`src/rtl/wide_add_sequencer.sv`:
```
// wide_add_sequencer: multi-cycle wide adder built around one DATA_SIZE-bit
// chunk adder. One request is accepted over in_valid/in_ready, processed one
// chunk per cycle (least-significant first, carry chained through a register),
// and returned over out_valid/out_ready.
//
// Optional feature macro: WIDE_ADD_SUB_EN
//   defined   -> sub input selects a-b (b inverted, initial carry 1)
//   undefined -> sub input ignored, block always computes a+b
module wide_add_sequencer #(
    parameter int unsigned DATA_SIZE = 16,
    parameter int unsigned NUM_WORDS = 4
) (
    input  logic                           clk,
    input  logic                           reset,
    input  logic                           in_valid,
    output logic                           in_ready,
    input  logic [DATA_SIZE*NUM_WORDS-1:0] a,
    input  logic [DATA_SIZE*NUM_WORDS-1:0] b,
    input  logic                           sub,
    output logic                           out_valid,
    input  logic                           out_ready,
    output logic [DATA_SIZE*NUM_WORDS-1:0] sum,
    output logic                           cout,
    output logic                           busy
);

    localparam int unsigned W     = DATA_SIZE * NUM_WORDS;
    localparam int unsigned IDX_W = $clog2(NUM_WORDS);

    typedef enum logic [1:0] {
        IDLE,
        RUN,
        DONE
    } state_t;

    state_t               state_q, state_d;
    logic [IDX_W-1:0]     idx_q, idx_d;
    logic                 carry_q, carry_d;
    logic [W-1:0]         sum_q, sum_d;
    logic                 cout_q, cout_d;
    logic [W-1:0]         a_q, b_q;

    logic                 accept;
    logic                 sub_eff;
    logic [DATA_SIZE-1:0] a_chunk, b_chunk, b_eff;
    logic [DATA_SIZE:0]   chunk_total;

    assign in_ready  = (state_q == IDLE) && !reset;
    assign out_valid = (state_q == DONE);
    assign busy      = (state_q != IDLE);
    assign sum       = sum_q;
    assign cout      = cout_q;
    assign accept    = in_valid && in_ready;

`ifdef WIDE_ADD_SUB_EN
    logic sub_q;

    assign sub_eff = sub;
    assign b_eff   = b_chunk ^ {DATA_SIZE{sub_q}};

    // Capture the operation select together with the operands.
    always_ff @(posedge clk) begin
        if (accept) begin
            sub_q <= sub_eff;
        end
    end
`else
    logic unused_sub;

    assign unused_sub = sub;
    assign sub_eff    = 1'b0;
    assign b_eff      = b_chunk;
`endif

    // Operand registers: loaded on the accept edge only.
    // NOTE: no reset here on purpose; these are only read in RUN, which is
    // always preceded by a load, so resetting them would only cost area.
    always_ff @(posedge clk) begin
        if (accept) begin
            a_q <= a;
            b_q <= b;
        end
    end

    // Select the operand chunks addressed by idx and add them with the carry.
    // NOTE: every always_comb output gets a default first so no path can
    // leave it unassigned and infer a latch.
    always_comb begin
        a_chunk = '0;
        b_chunk = '0;
        for (int i = 0; i < int'(NUM_WORDS); i++) begin
            if (idx_q == IDX_W'(i)) begin
                a_chunk = a_q[i*DATA_SIZE +: DATA_SIZE];
                b_chunk = b_q[i*DATA_SIZE +: DATA_SIZE];
            end
        end
        chunk_total = {1'b0, a_chunk} + {1'b0, b_eff} + {{DATA_SIZE{1'b0}}, carry_q};
    end

    // Next-state logic: sequence IDLE -> RUN (one chunk per cycle) -> DONE.
    always_comb begin
        state_d = state_q;
        idx_d   = idx_q;
        carry_d = carry_q;
        sum_d   = sum_q;
        cout_d  = cout_q;

        case (state_q)
            IDLE: begin
                if (accept) begin
                    idx_d   = '0;
                    carry_d = sub_eff;
                    state_d = RUN;
                end
            end
            RUN: begin
                for (int i = 0; i < int'(NUM_WORDS); i++) begin
                    if (idx_q == IDX_W'(i)) begin
                        sum_d[i*DATA_SIZE +: DATA_SIZE] = chunk_total[DATA_SIZE-1:0];
                    end
                end
                carry_d = chunk_total[DATA_SIZE];
                if (idx_q == IDX_W'(NUM_WORDS - 1)) begin
                    cout_d  = chunk_total[DATA_SIZE];
                    state_d = DONE;
                end else begin
                    idx_d = idx_q + IDX_W'(1);
                end
            end
            DONE: begin
                if (out_ready) begin
                    state_d = IDLE;
                end
            end
            default: begin
                state_d = IDLE;
            end
        endcase
    end

    // State and result registers with synchronous reset.
    // NOTE: sequential state uses non-blocking assignments so every register
    // samples the pre-edge values regardless of process ordering.
    always_ff @(posedge clk) begin
        if (reset) begin
            state_q <= IDLE;
            idx_q   <= '0;
            carry_q <= 1'b0;
            sum_q   <= '0;
            cout_q  <= 1'b0;
        end else begin
            state_q <= state_d;
            idx_q   <= idx_d;
            carry_q <= carry_d;
            sum_q   <= sum_d;
            cout_q  <= cout_d;
        end
    end

endmodule

```
`config.mk`:
```
export PLATFORM = sky130hd
export DESIGN_NAME = wide_add_sequencer
export DESIGN_NICKNAME = d
export VERILOG_FILES = /design/src/rtl/wide_add_sequencer.sv
export SDC_FILE = /design/constraint.sdc
export NUM_CORES = 1
export LEC_CHECK = 0
export CORE_MARGIN = 8
export CORE_UTILIZATION = 40
export CTS_BUF_LIST = sky130_fd_sc_hd__clkbuf_4
export CTS_CLUSTER_SIZE = 20
export DETAILED_ROUTE_END_ITERATION = 10
export PLACE_DENSITY = 0.67
export RECOVER_POWER = 50
export SLEW_MARGIN = 20
export SYNTH_ARGS = -nofsm -noshare
export SYNTH_HDL_FRONTEND = slang
export SYNTH_SLANG_ARGS = --single-unit
```
`constraint.sdc`:
```
create_clock -name clk -period 5.4 [get_ports clk]
set_input_delay 0.54 -clock clk [delete_from_list [all_inputs] [get_ports clk]]
set_output_delay 0.54 -clock clk [all_outputs]
set_load 0.02 [all_outputs]
```
==> flow_summary.yaml <==
status:
  status: "complete, but fails checks"
  violations: "max-capacitance violations, max-slew violations"
sta:
  fmax_mhz: 234.4
  setup_viol: 0
  period_needed_ps: 4267
  finalHoldViolCount: 0
  setup_tns_ps: 0
  rsz0062_at_grt: "no"
  slew_headroom: -0.9089
  fin_worst_skew_ps: 24.70
  slew_viol_final: 65
  fin_crit_sh: 0.7902
  tightest_slew_ps: 2863
clock_tree:
  cts.clk_slew.worst_paths_ps: 160
  clock_sinks: 198
  clk_latency_ps: 560
  cts_tree: "built"
  cts_root_buf: "clkbuf_4"
  h-tree-depth: 4
  holdBufCountCts: 0
  postCtsSetupBuffers: 0
  post_cts_resized: 0
  clockBufferDepth: 2
  numCtsBuffers: 17
synthesis:
  synth_commonest_cells: "nand2_1, a21oi_1, edfxtp_1, nor2_1, dfxtp_1"
  synth_edf_count: 128
  netlist_top_cells_area: "edfxtp_1, dfxtp_1, a21oi_1, nand2_1, nor2_1"
  ys.flop_type: "edfxtp_1"
  synth_area_um2: 8313
  ys_warn_count: 0
  async_flop_share: 0
  synth_top_area_share: 0.4624
  synth_seq_cells: 198
  ys_seq_area_frac: 0.6309
  syn_area_per_cell_um2: 10.34
  ys_types: 43
  netlist_instances: 804
  synth_top_area_cell: "edfxtp_1"
  synth_fp_nets: 958
  synth_most_common_cell: "nand2_1"
routing:
  vias_per_cell: 4.935
  post_drt_wl_per_cell_um: 16.70
  drcViolationCount: 0
  dr.pass1.iters: 5
  first_iter_violations: 487
  dr_total_vias: 6263
  drt_wl_total_um: 21200
  ant_nets: 0
setup_path:
  crit_end: "sum[45]$_SDFFE_PP0P_"
  cp_data_arrival_time_ps: 4760
  path_depth: 15
  reg2reg_slack_ps: 1130
  critPathKind: "reg -> reg"
  crit_path_frequent_cell: "a21oi_1"
  start_kind: "flop"
  critical_path.max_stage_delay_ps: 640
  critPathRequiredTime_ps: 5900
  r2r_end: "sum[45]$_SDFFE_PP0P_"
  crit_start: "idx_q[0]$_SDFFE_PP0P_"
  r2r-start: "idx_q[0]$_SDFFE_PP0P_"
  endpoint_kind: "flop"
  path_max_fanout: 36
  critical-path-top-delay-family: "compound AO/OA/AOI/OAI gates"
  crit_buf_inv: 1
  cp_slowest_cell: "ha_2"
  rr_worst_depth: 15
  crit_chain: "ha_2, buf_4, nor2_1, a21oi_1, nor2_1, a21oi_1, o21ai_0, ha_1, o211ai_1, a21oi_2, o21ai_1, o311ai_4, mux2i_1, o21ai_0, a21oi_1"
power_and_ir_drop:
  power.density_nw_per_um2: 289.6
  combPwrFrac: 0.209
  p_int_mw: 2.193
  p_leak_nw: 3.819
  seqPwrFrac: 0.546
  switching_share: 0.2983
  fin_total_pwr_mw: 3.126
  p_sw_uw: 932.3
  peakVddDrop_v: 0.0001330
  clkPwrFrac: 0.245
place:
  gp_congestion: 0.8338
  port_buffers: 199
  dpl.hpwl_um: 15490
global_route:
  grt_pass1_vias: 6241
  grt_max_degree: 77
  grt_overflow: 0
  groute.usage.overall: 0.1652
  grt_first_pass_wirelength_um: 33730
  antenna_found_initial: 13
worst_hold_path:
  hold_class: "reg -> reg"
finish:
  fin_util: 0.5317
  drive_gt1_frac: 0.04940
  nets: 1134
  area.growth.synth_to_final_pct: 29.83
floorplanning:
  die_h_um: 160.2
  start_util: 0.4095
  core_um2: 20300
  die_x_um: 160.2
  pin_count: 201
  die_area_um2: 25650
  rows: 52
flow_run:
  maxCapViolCount: 1
## how the worst min path moves through the flow
stage | startpoint | end | cells after the start
floorplan | state_q[1]$_SDFFE_PP0P_ | state_q[0]$_SDFFE_PP0P_ | 1
global placement | sum[45]$_SDFFE_PP0P_ | sum[45]$_SDFFE_PP0P_ | 2
detailed placement | sum[50]$_SDFFE_PP0P_ | sum[50]$_SDFFE_PP0P_ | 2
CTS | a[11] | a_q[11]$_DFFE_PP_ | 1
global route | sum[38]$_SDFFE_PP0P_ | sum[38]$_SDFFE_PP0P_ | 2
finish | sum[9]$_SDFFE_PP0P_ | sum[9]$_SDFFE_PP0P_ | 2
## cell type report
| class | count | area, um2 |
|---|---|---|
| Clock buffer | 19 | 142.6 |
| Fill cell | 1887 | 9507 |
| Tap cell | 270 | 337.8 |
| Clock inverter | 12 | 117.6 |
| Multi-Input combinational cell | 550 | 2870 |
| Inverter | 8 | 30.03 |
| Timing Repair Buffer | 205 | 2032 |
| Sequential cell | 198 | 5245 |
| Antenna cell | 7 | 17.52 |
## state kept, by name (all words and copies together), names as in the netlist
register  count
cout          1
b_q          64
state_q       2
sum          64
carry_q       1
a_q          64
idx_q         2
## per-layer routing
metal | part of all wire | track usage
met3 | 0.080 | 0.06247
met1 | 0.46 | 0.2174
met4 | 0.012 | 0.04545
met5 | 0.0036 | 0
met2 | 0.45 | 0.2500
## through the flow
stage	area (um2)	worst slack [ps]	hold slack (ps)	instances
2_1_floorplan	8313	815.0	490.3	804
3_3_place_gp	10510	1192	440.6	1231
3_5_place_dp	10510	1159	445.7	1231
4_1_cts	10770	1118	443.9	1262
5_1_grt	10790	710.6	481.5	1269
6_report	10790	1133	462.2	1269
## cell usage in the layout, fill, tap and decap left out, drive strengths merged, types with 7 or more instances in the layout
cell,Yosys,routed
clkdlybuf4s50,0,66
a21oi,133,133
o21ai,50,50
buf,8,7
nor2,88,88
ha,19,19
nand2,159,159
clkbuf,40,19
edfxtp,128,128
inv,8,14
a21o,8,8
nand3,16,16
a211oi,11,11
dlygate4sd3,0,132
nand3b,8,8
diode,0,7
dfxtp,70,70
## worst reg2reg max path, stage by stage, from the launching register on
cell,delay [ps]
dfxtp_1,470
ha_2,640
buf_4,470
nor2_1,100
a21oi_1,130
nor2_1,50
a21oi_1,200
o21ai_0,120
ha_1,420
o211ai_1,130
a21oi_2,190
o21ai_1,150
o311ai_4,420
mux2i_1,400
o21ai_0,120
a21oi_1,180
## power by group through the flow
stage / registers [mW] / clock network (mW) / logic [mW]
global route: 1.71 / 0.855 / 0.730
finish: 1.71 / 0.765 / 0.655
global placement: 1.74 / 0 / 0.668
detailed placement: 1.74 / 0 / 0.678
CTS: 1.71 / 0.791 / 0.679
floorplan: 1.77 / 0 / 0.377
## cells by family after synthesis
family | count (synthesis) | share of synthesized area
buf+inv | 56 | 0.02589
fa+ha+maj | 21 | 0.03341
xor+xnor | 7 | 0.008280
flops | 198 | 0.6309
compound gates | 222 | 0.1492
mux | 4 | 0.004967
simple gates | 296 | 0.1474
(Power assumes the default switching activity.)
